## src/rtl/data_cache_responder.sv

```systemverilog
// Direct-mapped, write-through, no-write-allocate data cache for the MEM stage.
// Read misses fetch a whole line; every store goes to memory; saturating access/hit counters.

module dcr_line #(
  parameter int WORD_SIZE  = 16,
  parameter int LINE_WORDS = 4,
  parameter int TAG_W      = 12,
  parameter int OFF_W      = 2
) (
  input  logic                                  clk,
  input  logic                                  reset_n,
  input  logic                                  fill_i,
  input  logic [TAG_W-1:0]                      fill_tag_i,
  input  logic [LINE_WORDS-1:0][WORD_SIZE-1:0]  fill_data_i,
  input  logic                                  wr_i,
  input  logic [OFF_W-1:0]                      wr_off_i,
  input  logic [WORD_SIZE-1:0]                  wr_data_i,
  output logic                                  vld_o,
  output logic [TAG_W-1:0]                      tag_o,
  output logic [LINE_WORDS-1:0][WORD_SIZE-1:0]  data_o
);
  logic                                 vld_q;
  logic [TAG_W-1:0]                     tag_q;
  logic [LINE_WORDS-1:0][WORD_SIZE-1:0] data_q;

  always_ff @(posedge clk or negedge reset_n) begin
    if (!reset_n) begin
      vld_q  <= 1'b0;
      tag_q  <= '0;
      data_q <= '0;
    end else if (fill_i) begin
      vld_q  <= 1'b1;
      tag_q  <= fill_tag_i;
      data_q <= fill_data_i;
    end else if (wr_i) begin
      data_q[wr_off_i] <= wr_data_i;
    end
  end

  assign vld_o  = vld_q;
  assign tag_o  = tag_q;
  assign data_o = data_q;
endmodule

module data_cache_responder #(
  parameter int WORD_SIZE  = 16,
  parameter int LINE_WORDS = 4,
  parameter int NUM_LINES  = 4
) (
  input  logic                            clk,
  input  logic                            reset_n,
  input  logic                            cpu_read,
  input  logic                            cpu_write,
  input  logic [WORD_SIZE-1:0]            cpu_addr,
  input  logic [WORD_SIZE-1:0]            cpu_wdata,
  output logic [WORD_SIZE-1:0]            cpu_rdata,
  output logic                            cpu_ready,
  output logic                            d_cache_hit,
  output logic                            mem_read,
  output logic                            mem_write,
  output logic [WORD_SIZE-1:0]            mem_addr,
  output logic [WORD_SIZE-1:0]            mem_wdata,
  input  logic [LINE_WORDS*WORD_SIZE-1:0] mem_rdata,
  input  logic                            mem_ack,
  output logic [WORD_SIZE-1:0]            access_count,
  output logic [WORD_SIZE-1:0]            hit_count
);
  localparam int OFF_W = $clog2(LINE_WORDS);
  localparam int IDX_W = $clog2(NUM_LINES);
  localparam int TAG_W = WORD_SIZE - OFF_W - IDX_W;

  typedef struct packed {
    logic [TAG_W-1:0] tag;
    logic [IDX_W-1:0] idx;
    logic [OFF_W-1:0] off;
  } addr_t;

  typedef enum logic [1:0] {IDLE, FILL, WRITE} state_t;

  state_t                                               state_q, state_d;
  logic                                                 retry_q, retry_d;
  logic [TAG_W-1:0]                                     fill_tag_q, fill_tag_d;
  logic [IDX_W-1:0]                                     fill_idx_q, fill_idx_d;
  logic [WORD_SIZE-1:0]                                 access_q, access_d;
  logic [WORD_SIZE-1:0]                                 hit_q, hit_d;

  addr_t                                                req_a;
  logic                                                 req, hit, count_en;
  logic                                                 fill_en, wr_en;
  logic [LINE_WORDS-1:0][WORD_SIZE-1:0]                 fill_line;
  logic [NUM_LINES-1:0]                                 line_vld;
  logic [NUM_LINES-1:0][TAG_W-1:0]                      line_tag;
  logic [NUM_LINES-1:0][LINE_WORDS-1:0][WORD_SIZE-1:0]  line_data;

  assign req_a     = addr_t'(cpu_addr);
  assign req       = cpu_read | cpu_write;
  assign hit       = req & line_vld[req_a.idx] & (line_tag[req_a.idx] == req_a.tag);
  assign fill_line = mem_rdata;

  assign d_cache_hit = hit;
  assign cpu_rdata   = line_data[req_a.idx][req_a.off];

  // The fill installs at the captured miss address, not whatever the CPU drives now.
  assign fill_en = (state_q == FILL) & mem_ack;
  assign wr_en   = (state_q == WRITE) & mem_ack & hit;

  for (genvar i = 0; i < NUM_LINES; i++) begin : g_line
    dcr_line #(
      .WORD_SIZE (WORD_SIZE),
      .LINE_WORDS(LINE_WORDS),
      .TAG_W     (TAG_W),
      .OFF_W     (OFF_W)
    ) u_line (
      .clk        (clk),
      .reset_n    (reset_n),
      .fill_i     (fill_en && (fill_idx_q == IDX_W'(i))),
      .fill_tag_i (fill_tag_q),
      .fill_data_i(fill_line),
      .wr_i       (wr_en && (req_a.idx == IDX_W'(i))),
      .wr_off_i   (req_a.off),
      .wr_data_i  (cpu_wdata),
      .vld_o      (line_vld[i]),
      .tag_o      (line_tag[i]),
      .data_o     (line_data[i])
    );
  end

  always_comb begin
    state_d    = state_q;
    retry_d    = retry_q;
    fill_tag_d = fill_tag_q;
    fill_idx_d = fill_idx_q;
    cpu_ready  = 1'b0;
    mem_read   = 1'b0;
    mem_write  = 1'b0;
    mem_addr   = '0;
    mem_wdata  = '0;
    count_en   = 1'b0;
    unique case (state_q)
      IDLE: begin
        // The retried read after a fill is the same access; clear the flag, count nothing.
        retry_d  = 1'b0;
        count_en = req & ~retry_q;
        if (cpu_write) begin
          state_d = WRITE;
        end else if (cpu_read) begin
          if (hit) begin
            cpu_ready = 1'b1;
          end else begin
            state_d    = FILL;
            fill_tag_d = req_a.tag;
            fill_idx_d = req_a.idx;
          end
        end
      end
      FILL: begin
        mem_read = 1'b1;
        mem_addr = {fill_tag_q, fill_idx_q, OFF_W'(0)};
        if (mem_ack) begin
          state_d = IDLE;
          retry_d = 1'b1;
        end
      end
      WRITE: begin
        mem_write = 1'b1;
        mem_addr  = cpu_addr;
        mem_wdata = cpu_wdata;
        cpu_ready = mem_ack;
        if (mem_ack) state_d = IDLE;
      end
      default: state_d = IDLE;
    endcase
  end

  always_comb begin
    access_d = access_q;
    hit_d    = hit_q;
    if (count_en && (access_q != '1)) access_d = access_q + 1'b1;
    if (count_en && hit && (hit_q != '1)) hit_d = hit_q + 1'b1;
  end

  always_ff @(posedge clk or negedge reset_n) begin
    if (!reset_n) begin
      state_q    <= IDLE;
      retry_q    <= 1'b0;
      fill_tag_q <= '0;
      fill_idx_q <= '0;
      access_q   <= '0;
      hit_q      <= '0;
    end else begin
      state_q    <= state_d;
      retry_q    <= retry_d;
      fill_tag_q <= fill_tag_d;
      fill_idx_q <= fill_idx_d;
      access_q   <= access_d;
      hit_q      <= hit_d;
    end
  end

  assign access_count = access_q;
  assign hit_count    = hit_q;
endmodule
```

## config.mk

```make
export PLATFORM = sky130hd
export DESIGN_NAME = data_cache_responder
export DESIGN_NICKNAME = d
export VERILOG_FILES = /design/src/rtl/data_cache_responder.sv
export SDC_FILE = /design/constraint.sdc
export NUM_CORES = 1
export LEC_CHECK = 0
export CAP_MARGIN = 20
export CORE_MARGIN = 4
export CORE_UTILIZATION = 23
export DETAILED_ROUTE_END_ITERATION = 10
export PLACE_DENSITY = 0.4
export REMOVE_ABC_BUFFERS = 1
export SLEW_MARGIN = 15
export SYNTH_ARGS = -nofsm -noshare
export SYNTH_HDL_FRONTEND = slang
export SYNTH_SLANG_ARGS = --single-unit
```

## constraint.sdc

```tcl
create_clock -name clk -period 4.9 [get_ports clk]
set_input_delay 0.98 -clock clk [delete_from_list [all_inputs] [get_ports clk]]
set_output_delay 0.98 -clock clk [all_outputs]
set_load 0.01 [all_outputs]
```

==> results of run 1 <==
[final timing paths]
kind                                            from                          end  slack, ps
max                                      cpu_addr[2]                    cpu_ready        540
min                                          reset_n                fill_tag_q[2]        450
max reg2reg                g_line[3].u_line.tag_o[2]  g_line[3].u_line.data_o[35]       1570
min reg2reg                   g_line[0].u_line.vld_o       g_line[0].u_line.vld_o        460
max in group asynchronous                    reset_n   g_line[1].u_line.data_o[2]       3330
min in group clk              g_line[0].u_line.vld_o       g_line[0].u_line.vld_o        460
[power by group through the flow]
stage,clock (W),sequential [W],combinational (W)
2_1_floorplan,0,0.00484,0.00258
3_3_place_gp,0,0.00507,0.00367
3_5_place_dp,0,0.00511,0.00375
4_1_cts,0.00352,0.00506,0.00376
5_1_grt,0.00363,0.00522,0.00409
6_report,0.00338,0.00504,0.00369
[layer usage]
metal	wire length [um]	vias to the layer above	part of all wire, %	track usage (%)
li1	-	6146	-	-
met1	27600	6703	44	18.8
met4	1350	2	2.1	3.60
met2	31300	256	50	24.8
met5	8	-	0.013	0
met3	2550	69	4.1	2.70
[worst max-delay path, stage by stage]
cell             delay, ps
buf_6                  240
mux4_2                 550
xnor2_1                180
nand4_1                240
nor4_4                 430
a41o_1                 220
clkdlybuf4s50_1        530
[metrics by stage]
step                total power (W)  instance area, um^2
floorplan                   0.00742                18200
global route                 0.0130                23500
detailed placement          0.00886                22000
global placement            0.00874                22000
finish                       0.0121                23500
CTS                          0.0123                23500
[flip-flops by register name (all words and copies together), names as in the netlist, 2 cells and up]
| name | cells |
|---|---|
| state_q | 2 |
| fill_idx_q | 2 |
| access_count | 16 |
| hit_count | 16 |
| g_line.u_line.tag_o | 48 |
| g_line.u_line.vld_o | 4 |
| g_line.u_line.data_o | 256 |
| fill_tag_q | 12 |
[synthesized netlist by cell type]
cell type,count
dfrtp_1,357
mux2i_1,256
nor2_1,202
a21oi_1,192
clkbuf_1,117
mux4_2,93
nand2_1,81
mux2_2,65
o21ai_1,40
xnor2_1,36
o21ai_0,27
and2_1,25
nor2b_1,19
nand4_4,16
a22oi_1,15
buf_6,15
nand4_1,13
nand3_1,11
buf_1,10
and3_1,7
nand2b_1,6
buf_4,5
ha_1,5
inv_1,5
xor2_1,5
and4_1,4
buf_2,4
a21boi_0,1
a31oi_1,1
a41o_1,1
nand3b_1,1
nor3_1,1
nor3b_1,1
nor4_2,1
o211ai_1,1
o311a_2,1
or2_2,1
[cell families (layout without fill, tap and decap cells)]
family / Yosys count / in the layout
multiplexers: 414 / 414
AND/OR/NAND/NOR: 389 / 389
flip-flops: 357 / 357
AO/OA/AOI/OAI: 279 / 279
buffers and inverters: 156 / 322
XOR/XNOR: 41 / 41
adder cells (fa/ha/maj): 5 / 5
other: 0 / 1
[area by class of cell]
class,instances,area (um^2),area share [%]
multi-input combinational,1128,9260,39.5
inverter,5,18.8,0.0800
timing repair buffer,237,2430,10.4
tap,1060,1330,5.65
antenna,1,2.50,0.0107
clock inverter,11,178,0.757
sequential,357,8930,38.1
clock buffer,69,1310,5.57
==> impl_metrics.env, run 1 <==
export IMPL_status="completed"
export IMPL_insertion_delay_ps=570
export IMPL_yosysTopAreaCellShare_pct=47.3
export IMPL_fmax_mhz=229
export IMPL_synthMuxAreaShare_pct=28.5
export IMPL_yosysUniqueCellTypes=37
export IMPL_stdcell_count=2868
export IMPL_avgViaCountPerCell=4.59
export IMPL_synthCells=1641
export IMPL_die_x_um=295
export IMPL_drive_above_1_share_pct=16.8
export IMPL_worstSetupPathType="in -> out"
export IMPL_ff2ff_path_depth=9
export IMPL_most_common_layout_cells="357 x dfrtp_1, 256 x mux2i_1, 202 x nor2_1"
export IMPL_dp_cells=2787
export IMPL_cts_buffer_depth=3
export IMPL_finalSetupViolCount=0
export IMPL_cp_start_kind="primary input"
export IMPL_clockPowerShare_pct=27.9
export IMPL_die_height_um=295
export IMPL_leakagePower_nw=11.2
export IMPL_hold_slack_ps=452
export IMPL_synthSimpleGateAreaFrac_pct=10.4
export IMPL_via_count=13200
export IMPL_portBuffers=184
export IMPL_coreArea_um2=80900
export IMPL_post_route_util_pct=29.0
export IMPL_seqPwrFrac_pct=41.6
export IMPL_endpoint_kind="output port"
export IMPL_max_slew_margin_pct=37.5
export IMPL_place_ws_ps=459
export IMPL_fillCellCount=8382
export IMPL_ant_nets=0
export IMPL_cts_sinks=357
export IMPL_power_frac_comb_pct=30.4
export IMPL_max_vdd_ir_drop_uv=187
export IMPL_grt_max_degree=108
export IMPL_track_usage_pct=14.4
export IMPL_dp_hpwl_um=39600
export IMPL_io_pins=185
export IMPL_first_global_vias=13700
export IMPL_path_clk_slew_ps=60
export IMPL_avgSynthCellArea_um2=11.5
export IMPL_tns_ps=0
export IMPL_drtIter0Drc=789
export IMPL_grt_pass1_wl_um=93800
export IMPL_min_period_ps=4360
export IMPL_holdBufCountCts=0
export IMPL_htreeDepth=2
export IMPL_synth_compound_area_share_pct=7.68
export IMPL_power_internal_w=0.00845
export IMPL_ys_warn_count=0
export IMPL_ys_ff_latch=357
export IMPL_maxSlewViolCount=0
export IMPL_cts_buffers=46
export IMPL_antenna_found_initial=5
export IMPL_ctsResizeCount=0
export IMPL_critPathMaxFanout=17
export IMPL_cellPowerDensity_nw_per_um2=516
export IMPL_initial_core_util_pct=23.3
export IMPL_ys_seq_area_share_pct=47.3
export IMPL_dr_pass1_iters=5
export IMPL_rows=104
export IMPL_root_buffer="clkbuf_16"
export IMPL_synth_top_family_by_area="multiplexers"
export IMPL_synth_xor_area_share_pct=1.90
export IMPL_place_gp_congestion=0.719
export IMPL_fin_skew_ps=13.0
export IMPL_crit_required_ps=3920
export IMPL_rsz0062_at_grt="false"
export IMPL_syn_to_final_growth_pct=24.2
export IMPL_die_area_um2=86800
export IMPL_synthAdderAreaFrac_pct=0.331
export IMPL_final_common_cell="dfrtp_1"
export IMPL_synth_top_area_cell="dfrtp_1"
export IMPL_wl_um=62800
export IMPL_syn_area_um2=18900
export IMPL_max_cap_viol_count=0
export IMPL_worst_slack_ps=538
export IMPL_grt_ovfl_total=0
export IMPL_power_switching_w=0.00367
export IMPL_wl_per_cell_um=21.9
export IMPL_final_period_utilization_pct=89.0
export IMPL_layout_nets=1881
export IMPL_cts_tree="built"
export IMPL_drc=0
export IMPL_worstMarginPinSlew_ps=938
export IMPL_cts_setup_buffers=0
export IMPL_arrival_ps=3380
export IMPL_hold_viol_final=0
export IMPL_synthTopCellsByArea="dfrtp_1 47%, mux2i_1 14%, mux4_2 11%, a21oi_1 5.1%, nor2_1 4.0%"
export IMPL_hp_class="in -> async"
export IMPL_swShare_pct=30.3
(Power assumes the default switching activity.)
==> inputs of run 2 (changes only) <==
- CTS_CLUSTER_SIZE: default -> 10
==> impl_metrics.env, run 2 (same netlist as run 1, synthesis figures left out) <==
export IMPL_status="completed"
export IMPL_cts_setup_buffers=0
export IMPL_die_area_um2=86800
export IMPL_cts_buffers=47
export IMPL_drtIter0Drc=786
export IMPL_endpoint_kind="output port"
export IMPL_path_clk_slew_ps=60
export IMPL_design_area_um2=23500
export IMPL_avgViaCountPerCell=4.59
export IMPL_clockPowerShare_pct=28.4
export IMPL_coreArea_um2=80900
export IMPL_cp_start_kind="primary input"
export IMPL_place_gp_congestion=0.719
export IMPL_power_frac_comb_pct=30.3
export IMPL_worstMarginPinSlew_ps=938
export IMPL_ctsResizeCount=0
export IMPL_fmax_mhz=230
export IMPL_track_usage_pct=14.5
export IMPL_layout_nets=1882
export IMPL_htreeDepth=2
export IMPL_ff2ff_path_depth=9
export IMPL_grt_ovfl_total=0
export IMPL_portBuffers=184
export IMPL_wl_per_cell_um=21.8
export IMPL_rsz0062_at_grt="false"
export IMPL_antenna_found_initial=5
export IMPL_ant_nets=0
export IMPL_largest_reg_flops=256
export IMPL_crit_required_ps=3920
export IMPL_min_period_ps=4360
export IMPL_final_period_utilization_pct=88.9
export IMPL_first_global_vias=13800
export IMPL_initial_core_util_pct=23.3
export IMPL_dp_hpwl_um=39600
export IMPL_most_common_layout_cells="357 x dfrtp_1, 256 x mux2i_1, 202 x nor2_1"
export IMPL_root_buffer="clkbuf_16"
export IMPL_place_area_um2=22000
export IMPL_io_pins=185
export IMPL_max_cap_viol_count=0
export IMPL_leakagePower_nw=11.2
export IMPL_via_count=13200
export IMPL_cts_buffer_depth=3
export IMPL_cts_tree="built"
export IMPL_hold_viol_final=0
export IMPL_final_common_cell="dfrtp_1"
export IMPL_syn_to_final_growth_pct=24.5
export IMPL_grt_pass1_wl_um=94000
export IMPL_finalSetupViolCount=0
export IMPL_grt_max_degree=108
export IMPL_tns_ps=0
export IMPL_drc=0
export IMPL_cellPowerDensity_nw_per_um2=519
export IMPL_arrival_ps=3380
export IMPL_wl_um=62600
export IMPL_max_slew_margin_pct=37.5
export IMPL_fin_skew_ps=20.7
export IMPL_seqPwrFrac_pct=41.3
export IMPL_critPathMaxFanout=17
export IMPL_hp_class="in -> async"
export IMPL_power_switching_w=0.00369
export IMPL_die_height_um=295
export IMPL_insertion_delay_ps=580
export IMPL_holdBufCountCts=0
export IMPL_worstSetupPathType="in -> out"
export IMPL_dr_pass1_iters=5
export IMPL_power_internal_w=0.00851
export IMPL_cts_sinks=357
export IMPL_swShare_pct=30.3
export IMPL_drive_above_1_share_pct=16.9
export IMPL_maxSlewViolCount=0
export IMPL_max_vdd_ir_drop_uv=233
export IMPL_rows=104
export IMPL_die_x_um=295
-- run 2: final timing paths --
| check | start | end | slack, ps |
|---|---|---|---|
| worst max-delay path | cpu_addr[2] | cpu_ready | 540 |
| worst min-delay path | reset_n | fill_tag_q[2] | 440 |
| worst max register to register | g_line[3].u_line.tag_o[5] | g_line[3].u_line.data_o[35] | 1560 |
| worst min register to register | g_line[0].u_line.vld_o | g_line[0].u_line.vld_o | 470 |
| max in group asynchronous | reset_n | g_line[2].u_line.data_o[41] | 3350 |
| min in group clk | g_line[0].u_line.vld_o | g_line[0].u_line.vld_o | 470 |
-- run 2: per-layer routing --
layer | global-route usage [%] | wire length [um] | vias up
met3 | 2.71 | 2590 | 68
met1 | 18.8 | 27400 | 6695
met2 | 24.8 | 31200 | 248
met5 | 0 | 8 | -
met4 | 3.59 | 1360 | 2
li1 | - | - | 6148
-- run 2: per-stage QoR --
stage,setup WS (ps),power (W),util [%],hold WS [ps],std cells
CTS,456,0.0124,29.1,432,2869
floorplan,-3960,0.00742,-,429,1490
global placement,412,0.00874,27.2,447,2787
global route,404,0.0130,29.1,471,2869
finish,544,0.0122,29.1,441,2870
detailed placement,459,0.00886,27.2,454,2787
-- run 2: worst max-delay path: stages --
cell             delay (ps)
buf_6                   250
mux4_2                  550
xnor2_1                 180
nand4_1                 230
nor4_4                  420
a41o_1                  220
clkdlybuf4s50_1         530
-- run 2: area by class of cell --
cell class | instances | area [um^2]
Antenna cell | 1 | 2.50
Clock buffer | 72 | 1350
Clock inverter | 10 | 191
Fill cell | 8371 | 57400
Inverter | 5 | 18.8
Multi-Input combinational cell | 1128 | 9260
Sequential cell | 357 | 8930
Tap cell | 1060 | 1330
Timing Repair Buffer | 237 | 2430
-- run 2: power groups by stage --
| stage | registers, W | clock network [W] | logic [W] |
|---|---|---|---|
| 6_report | 0.00504 | 0.00347 | 0.00369 |
| 5_1_grt | 0.00523 | 0.00372 | 0.00410 |
| 3_5_place_dp | 0.00511 | 0 | 0.00375 |
| 2_1_floorplan | 0.00484 | 0 | 0.00258 |
| 4_1_cts | 0.00506 | 0.00360 | 0.00376 |
| 3_3_place_gp | 0.00507 | 0 | 0.00367 |
